--- config.mk ---
export PLATFORM = sky130hd
export DESIGN_NAME = apb_master_param
export DESIGN_NICKNAME = d
export VERILOG_FILES = /design/src/rtl/apb_pkg.sv /design/src/rtl/apb_slave_decode.sv /design/src/rtl/apb_master_param.sv
export SDC_FILE = /design/constraint.sdc
export NUM_CORES = 1
export LEC_CHECK = 0
export CORE_MARGIN = 2
export CORE_UTILIZATION = 41
export CTS_BUF_LIST = sky130_fd_sc_hd__clkbuf_4
export DETAILED_ROUTE_END_ITERATION = 8
export MAX_ROUTING_LAYER = met4
export PLACE_DENSITY = 0.82
export SYNTH_ARGS = -nofsm -noshare
export SYNTH_HDL_FRONTEND = slang
export SYNTH_SLANG_ARGS = --single-unit
--- constraint.sdc ---
create_clock -name clk -period 2.24 [get_ports clk]
set_clock_uncertainty 0.15 [all_clocks]
set_input_delay 0.448 -clock clk [delete_from_list [all_inputs] [get_ports clk]]
set_output_delay 0.448 -clock clk [all_outputs]
set_load 0.1 [all_outputs]
--- src/rtl/apb_pkg.sv ---
// Shared types and helpers for the parametrised APB master.
package apb_pkg;

   typedef enum logic [1:0] {
      IDLE,
      SETUP,
      ACCESS,
      DERR
   } apb_state_e;

   localparam logic [1:0] RSP_OKAY    = 2'd0;
   localparam logic [1:0] RSP_SLVERR  = 2'd1;
   localparam logic [1:0] RSP_DECERR  = 2'd2;
   localparam logic [1:0] RSP_TIMEOUT = 2'd3;

   function automatic int clog2(input int value);
      int r;
      r = 0;
      while ((1 << r) < value) r++;
      return r;
   endfunction

endpackage

--- src/rtl/apb_slave_decode.sv ---
// Maps the upper address bits onto a one-hot slave select.
module apb_slave_decode
   import apb_pkg::*;
#(
   parameter int ADDR_W     = 8,
   parameter int NUM_SLAVES = 3
) (
   input  logic [ADDR_W-1:0]     addr,
   output logic [NUM_SLAVES-1:0] sel,
   output logic                  decode_ok
);

   localparam int SEL_W = (NUM_SLAVES > 1) ? clog2(NUM_SLAVES) : 0;

   // Only the top SEL_W bits select a slave; the rest belong to the slave.
   logic unused_addr;
   assign unused_addr = ^addr;

   generate
      if (NUM_SLAVES == 1) begin : g_single
         assign sel       = 1'b1;
         assign decode_ok = 1'b1;
      end else begin : g_multi
         logic [SEL_W-1:0] idx;
         assign idx       = addr[ADDR_W-1 -: SEL_W];
         assign decode_ok = (int'(idx) < NUM_SLAVES);
         for (genvar gi = 0; gi < NUM_SLAVES; gi++) begin : g_sel
            assign sel[gi] = (idx == SEL_W'(gi));
         end
      end
   endgenerate

endmodule

--- src/rtl/apb_master_param.sv ---
// Single-command APB master: SETUP+ACCESS transfer with decode error,
// pslverr and timeout reporting on a one-cycle response pulse.
module apb_master_param
   import apb_pkg::*;
#(
   parameter int  ADDR_W     = 8,
   parameter int  DATA_W     = 8,
   parameter int  NUM_SLAVES = 3,
   parameter int  TIMEOUT    = 16,
   localparam int STRB_W     = DATA_W / 8
) (
   input  logic                         clk,
   input  logic                         preset,
   input  logic                         cmd_valid,
   output logic                         cmd_ready,
   input  logic                         cmd_write,
   input  logic [ADDR_W-1:0]            cmd_addr,
   input  logic [DATA_W-1:0]            cmd_wdata,
   input  logic [STRB_W-1:0]            cmd_strb,
   output logic                         rsp_valid,
   output logic [DATA_W-1:0]            rsp_rdata,
   output logic                         rsp_err,
   output logic                         rsp_timeout,
   output logic [NUM_SLAVES-1:0]        psel,
   output logic                         penable,
   output logic                         pwrite,
   output logic [ADDR_W-1:0]            paddr,
   output logic [DATA_W-1:0]            pwdata,
   output logic [STRB_W-1:0]            pstrb,
   input  logic [NUM_SLAVES-1:0]        pready,
   input  logic [NUM_SLAVES*DATA_W-1:0] prdata,
   input  logic [NUM_SLAVES-1:0]        pslverr
);

   localparam int CNT_W   = (TIMEOUT > 0) ? clog2(TIMEOUT + 1) : 1;
   localparam int TO_LAST = (TIMEOUT > 0) ? TIMEOUT - 1 : 0;

   apb_state_e              state_reg, state_next;
   logic [NUM_SLAVES-1:0]   psel_reg, psel_next;
   logic                    penable_reg, penable_next;
   logic                    pwrite_reg, pwrite_next;
   logic [ADDR_W-1:0]       paddr_reg, paddr_next;
   logic [DATA_W-1:0]       pwdata_reg, pwdata_next;
   logic [STRB_W-1:0]       pstrb_reg, pstrb_next;
   logic                    rsp_valid_reg, rsp_valid_next;
   logic [DATA_W-1:0]       rsp_rdata_reg, rsp_rdata_next;
   logic                    rsp_err_reg, rsp_err_next;
   logic                    rsp_timeout_reg, rsp_timeout_next;
   logic [CNT_W-1:0]        cnt_reg, cnt_next;

   logic [NUM_SLAVES-1:0]   dec_sel;
   logic                    decode_ok;
   logic                    rdy_sel;
   logic                    err_sel;
   logic [DATA_W-1:0]       prdata_sel;
   logic                    done;
   logic [1:0]              status;

   apb_slave_decode #(
      .ADDR_W     (ADDR_W),
      .NUM_SLAVES (NUM_SLAVES)
   ) u_decode (
      .addr      (cmd_addr),
      .sel       (dec_sel),
      .decode_ok (decode_ok)
   );

   // The registered one-hot psel doubles as the return-path mux select.
   logic [DATA_W-1:0] prdata_masked [NUM_SLAVES];
   generate
      for (genvar gi = 0; gi < NUM_SLAVES; gi++) begin : g_rmux
         assign prdata_masked[gi] = psel_reg[gi] ? prdata[gi*DATA_W +: DATA_W] : '0;
      end
   endgenerate

   always_comb begin
      prdata_sel = '0;
      for (int i = 0; i < NUM_SLAVES; i++) prdata_sel = prdata_sel | prdata_masked[i];
   end

   assign rdy_sel = |(pready & psel_reg);
   assign err_sel = |(pslverr & psel_reg);

   always_comb begin
      state_next       = state_reg;
      psel_next        = psel_reg;
      penable_next     = penable_reg;
      pwrite_next      = pwrite_reg;
      paddr_next       = paddr_reg;
      pwdata_next      = pwdata_reg;
      pstrb_next       = pstrb_reg;
      cnt_next         = cnt_reg;
      rsp_valid_next   = 1'b0;
      rsp_rdata_next   = '0;
      rsp_err_next     = 1'b0;
      rsp_timeout_next = 1'b0;
      done             = 1'b0;
      status           = RSP_OKAY;

      case (state_reg)
         IDLE: begin
            if (cmd_valid) begin
               pwrite_next = cmd_write;
               paddr_next  = cmd_addr;
               pwdata_next = cmd_write ? cmd_wdata : '0;
               pstrb_next  = cmd_write ? cmd_strb : '0;
               cnt_next    = '0;
               if (decode_ok) begin
                  psel_next  = dec_sel;
                  state_next = SETUP;
               end else begin
                  state_next = DERR;
               end
            end
         end
         SETUP: begin
            penable_next = 1'b1;
            state_next   = ACCESS;
         end
         ACCESS: begin
            // pready is checked first so it wins over a coincident timeout.
            if (rdy_sel) begin
               done   = 1'b1;
               status = err_sel ? RSP_SLVERR : RSP_OKAY;
               if (!pwrite_reg && !err_sel) rsp_rdata_next = prdata_sel;
            end else if (TIMEOUT > 0 && cnt_reg == CNT_W'(TO_LAST)) begin
               done   = 1'b1;
               status = RSP_TIMEOUT;
            end else begin
               cnt_next = cnt_reg + 1'b1;
            end
         end
         DERR: begin
            done   = 1'b1;
            status = RSP_DECERR;
         end
         default: state_next = IDLE;
      endcase

      if (done) begin
         state_next       = IDLE;
         psel_next        = '0;
         penable_next     = 1'b0;
         cnt_next         = '0;
         rsp_valid_next   = 1'b1;
         rsp_err_next     = (status != RSP_OKAY);
         rsp_timeout_next = (status == RSP_TIMEOUT);
      end
   end

   always_ff @(posedge clk or negedge preset) begin
      if (!preset) begin
         state_reg       <= IDLE;
         psel_reg        <= '0;
         penable_reg     <= 1'b0;
         pwrite_reg      <= 1'b0;
         paddr_reg       <= '0;
         pwdata_reg      <= '0;
         pstrb_reg       <= '0;
         cnt_reg         <= '0;
         rsp_valid_reg   <= 1'b0;
         rsp_rdata_reg   <= '0;
         rsp_err_reg     <= 1'b0;
         rsp_timeout_reg <= 1'b0;
      end else begin
         state_reg       <= state_next;
         psel_reg        <= psel_next;
         penable_reg     <= penable_next;
         pwrite_reg      <= pwrite_next;
         paddr_reg       <= paddr_next;
         pwdata_reg      <= pwdata_next;
         pstrb_reg       <= pstrb_next;
         cnt_reg         <= cnt_next;
         rsp_valid_reg   <= rsp_valid_next;
         rsp_rdata_reg   <= rsp_rdata_next;
         rsp_err_reg     <= rsp_err_next;
         rsp_timeout_reg <= rsp_timeout_next;
      end
   end

   assign cmd_ready   = (state_reg == IDLE);
   assign psel        = psel_reg;
   assign penable     = penable_reg;
   assign pwrite      = pwrite_reg;
   assign paddr       = paddr_reg;
   assign pwdata      = pwdata_reg;
   assign pstrb       = pstrb_reg;
   assign rsp_valid   = rsp_valid_reg;
   assign rsp_rdata   = rsp_rdata_reg;
   assign rsp_err     = rsp_err_reg;
   assign rsp_timeout = rsp_timeout_reg;

endmodule
==> impl_metrics.yaml, run 1 <==
die:
  start_util: 0.423
  dieHeight_um: 68.0
  fp.dieW_um: 68.0
  rows: 23
  io_pins: 85
  coreArea_um2: 3970
  die_area_um2: 4630
timing:
  finalCriticalPeriod_ps: 1950
  worst_pin_slew_ps: 405
  fmax_mhz: 513
  setup_tns_ps: 0
  hold_violations: 0
  slew_viol_final: 0
  rsz0062_at_grt: "false"
  relSlewSlack: 0.729
  setup_violations: 0
  timing.final.crit_share: 0.871
synthesis:
  ys_types: 28
  synth_ff_type: "dfrtp_1"
  yosysWarnings: 0
  syn_inst: 152
  synth-edff-count: 0
  syn-cell-area_um2: 1680
  async_flop_share: 1.00
  ys_seq_area_frac: 0.595
  synth_nets: 205
  syn_area_per_cell_um2: 11.1
  netlist.area_leader.share: 0.595
  yosysTopAreaCell: "dfrtp_1"
  ys_top_cells_by_area: "dfrtp_1, mux2_2, a222oi_1"
  ys_ff_latch: 40
detailed_routing:
  drtPass1Iterations: 4
  drt_iter0_markers: 100
  totalWireLength_um: 4060
  vias: 1470
  ant_nets: 0
  drc: 0
  vias_per_cell: 4.98
  wl_per_cell_um: 13.8
global_routing:
  grt_start_max_net_pins: 24
  antenna_found_initial: 0
  grt_pass1_vias: 1397
  overflow: 0
  track_usage: 0.190
  grt_pass1_wl_um: 6240
final_layout:
  final_common_cell: "clkdlybuf4s50_1"
  n_antenna_cell: 0
  area_growth_syn_to_layout_pct: 59.4
  fin_nets: 297
  layout_common_cells: "clkdlybuf4s50_1, dfrtp_1, buf_4"
  drive_gt1_frac: 0.257
  finalInstanceArea_um2: 2680
clock_network:
  clock_path_buffers: 2
  clkSinkCount: 40
  cts_setup_buffers: 0
  numCtsBuffers: 5
  cts_resized: 0
  clkLatencyLatePin_ps: 340
  htreeDepth: 2
  clk_pin_slew_worst_paths_ps: 120
  ctsRootBufferMaster: "clkbuf_4"
  cts_tree: "done"
critical_path:
  r2r_cells: 4
  endpoint_kind: "register"
  worstSetupStartpointType: "register"
  cp_max_fo: 8
  required_ps: 2360
  cp.arrival_ps: 2070
  crit_type: "register to register"
placement:
  port-buffer-count: 84
  place_congestion: 0.833
  placed_area_um2: 2590
  dp_hpwl_um: 3140
min_path:
  hp-class: "register to register"
  holdPathStages: 2
outcome:
  status: "completed"
run:
  maxCapViolCount: 0
layer usage:
metal	global-route usage	vias to the layer above	wire length (um)
li1	-	725	-
met1	0.216	682	1580
met2	0.313	59	2140
met3	0.0461	4	287
met4	0.0950	0	45
met5	-	-	0
cell usage after synthesis, drive strengths merged (2+ instances only):
master	n
mux2	9
o21ai	13
nand2	19
inv	7
nand3	5
nor2	14
o2bb2ai	2
buf	3
nor2b	4
a222oi	10
clkbuf	6
ha	2
dfrtp	40
o21bai	2
and3	2
nor3b	2
a21oi	2
metrics by stage:
stage	hold WS, ps	instances	worst slack, ps	utilization
after floorplan	2.41	152	96.7	-
after global placement	202	286	97.5	0.652
after detailed placement	206	286	93.5	0.652
after CTS	353	295	287	0.675
after global routing	375	295	123	0.675
final	346	295	289	0.675
kinds of logic (layout without fill, tap and decap cells):
family / after synthesis / in the layout / synth area share
AO/OA/AOI/OAI: 32 / 32 / 0.141
XOR/XNOR: 1 / 1 / 0.00521
adder cells (fa/ha/maj): 2 / 2 / 0.0149
buffers and inverters: 16 / 109 / 0.0372
flip-flops: 40 / 40 / 0.595
multiplexers: 9 / 9 / 0.0603
AND/OR/NAND/NOR: 52 / 52 / 0.147
critical path, cell delays in order (launching register included):
cell       delay [ps]
dfrtp_1           500
buf_4             210
a222oi_1          410
nand4bb_1         400
nor2_1            210
final timing paths:
| path | start | to | slack, ps |
|---|---|---|---|
| min | pstrb$_DFFE_PN0P_ | pstrb$_DFFE_PN0P_ | 350 |
| max | psel[0]$_DFFE_PN0P_ | rsp_rdata[1]$_DFF_PN0_ | 290 |
| max in group asynchronous | preset | paddr[2]$_DFFE_PN0P_ | 1070 |
| min reg2reg | pstrb$_DFFE_PN0P_ | pstrb$_DFFE_PN0P_ | 350 |
| max reg2reg | psel[0]$_DFFE_PN0P_ | rsp_rdata[1]$_DFF_PN0_ | 290 |
| min in group asynchronous | preset | rsp_rdata[6]$_DFF_PN0_ | 360 |
final cells by class:
cell class | instances | area [um2]
sequential | 40 | 1000
multi-input combinational | 96 | 621
clock buffer | 6 | 45.0
tap | 50 | 62.6
timing repair buffer | 94 | 891
fill | 330 | 1290
inverter | 7 | 26.3
clock inverter | 2 | 35.0
what timing repair did:
item	in CTS	in global routing
endpoints found under the setup margin	0	0
endpoints found under the hold margin	12	0
hold buffers	1	0
Power of run 1 is not shown: default switching activity piles up to over one toggle a cycle in this logic, so the estimate is an artifact.
==> inputs of run 2 (changes only) <==
--- a/config.mk
+++ b/config.mk
@@ -6,11 +6,11 @@
 export NUM_CORES = 1
 export LEC_CHECK = 0
 export CORE_MARGIN = 2
-export CORE_UTILIZATION = 41
+export CORE_UTILIZATION = 37
 export CTS_BUF_LIST = sky130_fd_sc_hd__clkbuf_4
 export DETAILED_ROUTE_END_ITERATION = 8
 export MAX_ROUTING_LAYER = met4
-export PLACE_DENSITY = 0.82
+export PLACE_DENSITY = 0.78
 export SYNTH_ARGS = -nofsm -noshare
 export SYNTH_HDL_FRONTEND = slang
 export SYNTH_SLANG_ARGS = --single-unit
==> constraint.sdc (replaced) <==
create_clock -name clk -period 1.6 [get_ports clk]
set_clock_uncertainty 0.15 [all_clocks]
set_input_delay 0.32 -clock clk [delete_from_list [all_inputs] [get_ports clk]]
set_output_delay 0.32 -clock clk [all_outputs]
set_load 0.1 [all_outputs]
==> run 2 against run 1 <==
- the run now ends with setup timing left
- critical path depth down 1
- clock-buffer cell count up 1
- cell area up 27%
- cell count up 8.1%
- register-to-register slack worse by 370 ps
- global-route usage up 1.5 points
- via count up 13%
- sequential share of layout area down 7.6 points
==> impl_metrics.yaml, run 2 (synthesized netlist as in run 1, its figures left out) <==
outcome:
  status: "finished, violations left"
  violations: "setup timing"
power:
  intPower_mw: 3.77
  p_seq_frac: 0.227
  swShare: 0.517
  ir_worst_vdd_mv: 1.62
  switchingPower_mw: 4.04
  clkPwrFrac: 0.067
  powerDensity_nw_per_um2: 2300
  pwr-share-comb: 0.705
  power_leakage_nw: 1.50
  finalPower_mw: 7.81
critical_path:
  crit_type: "register to output pin"
  cp_max_fo: 5
  r2r_cells: 6
  crit_chain: "buf_6, nor2_4, buf_12"
  rrSetupSlack_ps: -80
  required_ps: 1130
  worstSetupStartpointType: "register"
  r2r_end: "rsp_err$_DFF_PN0_"
  r2r_start: "cnt_reg[0]$_DFFE_PN0P_"
  slowest_stage: "dfrtp_1"
  endpoint_kind: "output pin"
  critical_path.top_delay_family: "flip-flops"
  cp_num_buf_inv: 2
  cp.arrival_ps: 1220
  critPathMaxStageDelay_ps: 420
timing:
  setup_tns_ps: -768
  worst_pin_slew_ps: 377
  finalCriticalPeriod_ps: 1690
  hold_violations: 0
  timing.final.crit_share: 1.06
  fmax_mhz: 590
  layout_setup_ws_ps: -93.9
  rsz0062_at_grt: "true"
  relSlewSlack: 0.749
  slew_viol_final: 0
  setup_violations: 16
  whs_ps: 278
global_routing:
  antenna_found_initial: 0
  grt_pass1_vias: 1752
  track_usage: 0.205
  overflow: 0
  grt_pass1_wl_um: 7940
  grt_start_max_net_pins: 41
final_layout:
  finalInstanceArea_um2: 3400
  layout_common_cells: "clkdlybuf4s50_1, buf_12, dfrtp_1"
  final_common_cell: "clkdlybuf4s50_1"
  fin_nets: 319
  utilization: 0.780
  nFillCells: 266
  final_cell_count_no_fill: 319
  n_antenna_cell: 0
  drive_gt1_frac: 0.416
  area_growth_syn_to_layout_pct: 102
die:
  coreArea_um2: 4350
  die_area_um2: 5100
  fp.dieW_um: 71.4
  rows: 24
  start_util: 0.386
  dieHeight_um: 71.4
  io_pins: 85
placement:
  placed_area_um2: 3080
  place_inst: 299
  dp_slack_ps: -473
  port-buffer-count: 84
  place_congestion: 0.826
  dp_hpwl_um: 3560
detailed_routing:
  drt_iter0_markers: 116
  ant_nets: 0
  vias_per_cell: 5.18
  totalWireLength_um: 5090
  vias: 1654
  wl_per_cell_um: 16.0
  drtPass1Iterations: 5
  drc: 0
clock_network:
  clkLatencyLatePin_ps: 340
  clkSinkCount: 40
  cts_tree: "done"
  numCtsBuffers: 5
  htreeDepth: 2
  clk_pin_slew_worst_paths_ps: 110
  clock_path_buffers: 2
  ctsRootBufferMaster: "clkbuf_4"
run:
  maxCapViolCount: 0
min_path:
  holdPathStages: 4
  whs_endpoint: "state_reg[1]$_DFFE_PN0P_"
  worstHoldStart: "cmd_valid"
  hp-class: "primary input to register"
## run 2: changes by cell type in the layout (fill, tap and decap cells not counted), sizes merged
cell / before / now
clkdlybuf4s50: 49 / 48
bufinv: 1 / 0
dlymetal6s2s: 0 / 1
buf: 44 / 64
clkbuf: 6 / 9
## run 2: how the worst max path moves through the flow
stage	cells after the start	startpoint	endpoint
floorplan	3	psel[0]$_DFFE_PN0P_	cnt_reg[2]$_DFFE_PN0P_
global placement	4	cmd_valid	paddr[1]$_DFFE_PN0P_
detailed placement	5	cmd_valid	psel[2]$_DFFE_PN0P_
CTS	3	state_reg[0]$_DFFE_PN0P_	cmd_ready
global route	5	psel[0]$_DFFE_PN0P_	rsp_rdata[4]$_DFF_PN0_
finish	3	state_reg[1]$_DFFE_PN0P_	cmd_ready
## run 2: cell type report
| type | count | area (um2) | share of cell area |
|---|---|---|---|
| Timing Repair Buffer | 116 | 1520 | 0.448 |
| Clock buffer | 7 | 52.6 | 0.0155 |
| Sequential cell | 40 | 1010 | 0.297 |
| Multi-Input combinational cell | 96 | 717 | 0.211 |
| Tap cell | 52 | 65.1 | 0.0192 |
| Clock inverter | 1 | 5.00 | 0.00147 |
| Inverter | 7 | 28.8 | 0.00847 |
## run 2: repair_timing
action                     in CTS  in global routing
buffers inserted                5                  4
setup endpoints to repair      30                 33
hold buffers                    1                  0
resized for setup              20                 25
hold endpoints to repair       40                  0
pin swaps                       8                  5
cloned                          0                  2
## run 2: per-layer routing
| metal | wire length (um) | vias to the layer above | global-route usage | part of all wire |
|---|---|---|---|---|
| met2 | 2660 | 73 | 0.367 | 0.52 |
| met3 | 359 | 15 | 0.0520 | 0.070 |
| met4 | 129 | 0 | 0.0692 | 0.025 |
| met1 | 1940 | 802 | 0.220 | 0.38 |
| met5 | 0 | - | - | 0 |
| li1 | - | 764 | - | - |
## run 2: worst min-delay path, cell delays in order
cell            delay [ps]
dlymetal6s2s_1         140
buf_4                  140
nand2_1                 70
a21oi_2                 60
## run 2: power by group through the flow
stage,sequential (mW),combinational [mW],clock (mW)
detailed placement,1.76,5.08,0
finish,1.77,5.51,0.526
floorplan,3.84,0.862,0
CTS,1.75,5.26,0.532
global route,1.81,5.70,0.579
global placement,1.74,4.99,0
Power figures use the tool's default switching activity.
==> inputs of run 3 (changes only) <==
--- a/config.mk
+++ b/config.mk
@@ -6,11 +6,11 @@
 export NUM_CORES = 1
 export LEC_CHECK = 0
 export CORE_MARGIN = 2
-export CORE_UTILIZATION = 37
+export CORE_UTILIZATION = 41
 export CTS_BUF_LIST = sky130_fd_sc_hd__clkbuf_4
 export DETAILED_ROUTE_END_ITERATION = 8
 export MAX_ROUTING_LAYER = met4
-export PLACE_DENSITY = 0.78
+export PLACE_DENSITY = 0.82
 export SYNTH_ARGS = -nofsm -noshare
 export SYNTH_HDL_FRONTEND = slang
 export SYNTH_SLANG_ARGS = --single-unit
==> constraint.sdc (replaced) <==
create_clock -name clk -period 1.9 [get_ports clk]
set_clock_uncertainty 0.15 [all_clocks]
set_input_delay 0.38 -clock clk [delete_from_list [all_inputs] [get_ports clk]]
set_output_delay 0.38 -clock clk [all_outputs]
set_load 0.1 [all_outputs]
==> run 3 against run 2 <==
- the flow now finishes without violations
- register-to-register slack gained 190 ps
- first-iteration DRC count unchanged
- sequential power shrank 13%
- clock power fell by 18%
- non-clock buffer count is 22 lower
- combinational power down 26%
- largest cell class unchanged
- highest routed layer unchanged
==> impl_metrics.yaml, run 3 (synthesized netlist as in run 1, its figures left out) <==
critical_path:
  required_ps: 2020
  crit_type: "register to register"
  rrSetupSlack_ps: 110
  cp.arrival_ps: 1910
  r2r_start: "cnt_reg[0]$_DFFE_PN0P_"
  worstSetupStartpointType: "register"
  r2r_cells: 6
  r2r_end: "psel[1]$_DFFE_PN0P_"
  cp_max_fo: 7
  endpoint_kind: "register"
detailed_routing:
  drt_iter0_markers: 116
  totalWireLength_um: 4240
  vias: 1520
  drtPass1Iterations: 4
  ant_nets: 0
  drc: 0
  wl_per_cell_um: 14.4
  vias_per_cell: 5.15
clock_network:
  numCtsBuffers: 5
  clkLatencyLatePin_ps: 340
  cts_setup_buffers: 0
  cts_tree: "done"
  htreeDepth: 2
  ctsRootBufferMaster: "clkbuf_4"
  clock_path_buffers: 2
  clkSinkCount: 40
  clk_pin_slew_worst_paths_ps: 110
min_path:
  holdPathStages: 1
  worstHoldStart: "cnt_reg[4]$_DFFE_PN0P_"
  whs_endpoint: "cnt_reg[4]$_DFFE_PN0P_"
  hp-class: "register to register"
power:
  ir_worst_vdd_mv: 1.72
  clkPwrFrac: 0.071
  swShare: 0.529
  intPower_mw: 2.85
  finalPower_mw: 6.04
  switchingPower_mw: 3.19
  powerDensity_nw_per_um2: 1960
  p_seq_frac: 0.255
  power_leakage_nw: 1.35
  pwr-share-comb: 0.674
final_layout:
  drive_gt1_frac: 0.278
  n_antenna_cell: 0
  layout_common_cells: "clkdlybuf4s50_1, dfrtp_1, buf_12"
  fin_nets: 297
  area_growth_syn_to_layout_pct: 82.9
  nFillCells: 249
  final_common_cell: "clkdlybuf4s50_1"
global_routing:
  overflow: 0
  grt_pass1_vias: 1619
  antenna_found_initial: 0
  grt_pass1_wl_um: 6880
  track_usage: 0.205
  grt_start_max_net_pins: 22
die:
  io_pins: 85
  start_util: 0.423
  dieHeight_um: 68.0
  rows: 23
  coreArea_um2: 3970
  fp.dieW_um: 68.0
  die_area_um2: 4630
timing:
  setup_violations: 0
  rsz0062_at_grt: "false"
  relSlewSlack: 0.686
  timing.final.crit_share: 0.940
  worst_pin_slew_ps: 471
  finalCriticalPeriod_ps: 1790
  setup_tns_ps: 0
  layout_setup_ws_ps: 114
  hold_violations: 0
  fmax_mhz: 560
  slew_viol_final: 0
placement:
  place_congestion: 0.746
  port-buffer-count: 84
  dp_hpwl_um: 3320
  dp_slack_ps: -138
outcome:
  status: "completed"
run:
  maxCapViolCount: 0
-- run 3: changes by cell type in the layout (fill, tap and decap cells not counted), sizes merged --
cell,delta
buf,-20
clkbuf,-2
clkdlybuf4s50,+1
dlymetal6s2s,-1
-- run 3: how the worst max path moves through the flow --
stage,end,slack (ps),start
floorplan,cnt_reg[2]$_DFFE_PN0P_,-9,psel[0]$_DFFE_PN0P_
global placement,paddr[1]$_DFFE_PN0P_,-100,cmd_valid
detailed placement,psel[2]$_DFFE_PN0P_,-140,cmd_valid
CTS,psel[2]$_DFFE_PN0P_,70,cnt_reg[0]$_DFFE_PN0P_
global route,psel[1]$_DFFE_PN0P_,7,cnt_reg[0]$_DFFE_PN0P_
finish,psel[1]$_DFFE_PN0P_,110,cnt_reg[0]$_DFFE_PN0P_
-- run 3: worst max-delay path, stage by stage (launching register included) --
cell and delay, ps:
dfrtp_1 430, ha_1 240, and3_1 190, ha_1 190, inv_1 150, a31oi_4 170
nor3b_2 200
-- run 3: final cells by class --
cell class	instances	area, um2	share of cell area
Timing Repair Buffer	94	1280	0.416
Clock buffer	7	52.6	0.0171
Multi-Input combinational cell	96	644	0.210
Tap cell	50	62.6	0.0203
Sequential cell	40	1010	0.328
Inverter	7	26.3	0.00854
Clock inverter	1	3.75	0.00122
-- run 3: metal layers --
metal,global-route usage,part of all wire,up-vias
met2,0.334,0.54,58
met4,0.0650,0.012,0
met1,0.224,0.36,734
met5,-,0,-
met3,0.0921,0.089,4
li1,-,-,724
-- run 3: through the flow --
step	instance area, um2	std cells	utilization	hold slack (ps)
CTS	3050	295	0.768	356
detailed placement	2990	286	0.752	211
finish	3080	295	0.774	351
global route	3080	295	0.774	375
floorplan	1690	152	-	-65.6
global placement	2990	286	0.752	200
-- run 3: power groups by stage --
stage	clock (mW)	sequential (mW)	combinational (mW)
global route	0.487	1.59	4.21
floorplan	0	3.22	0.700
finish	0.430	1.54	4.07
global placement	0	1.55	4.00
CTS	0.442	1.54	4.05
detailed placement	0	1.55	4.05
-- run 3: what timing repair did --
item                                    CTS  global route
endpoints found under the setup margin    0             4
hold buffers                              1             0
gates resized for setup                   0             4
endpoints found under the hold margin    19             0
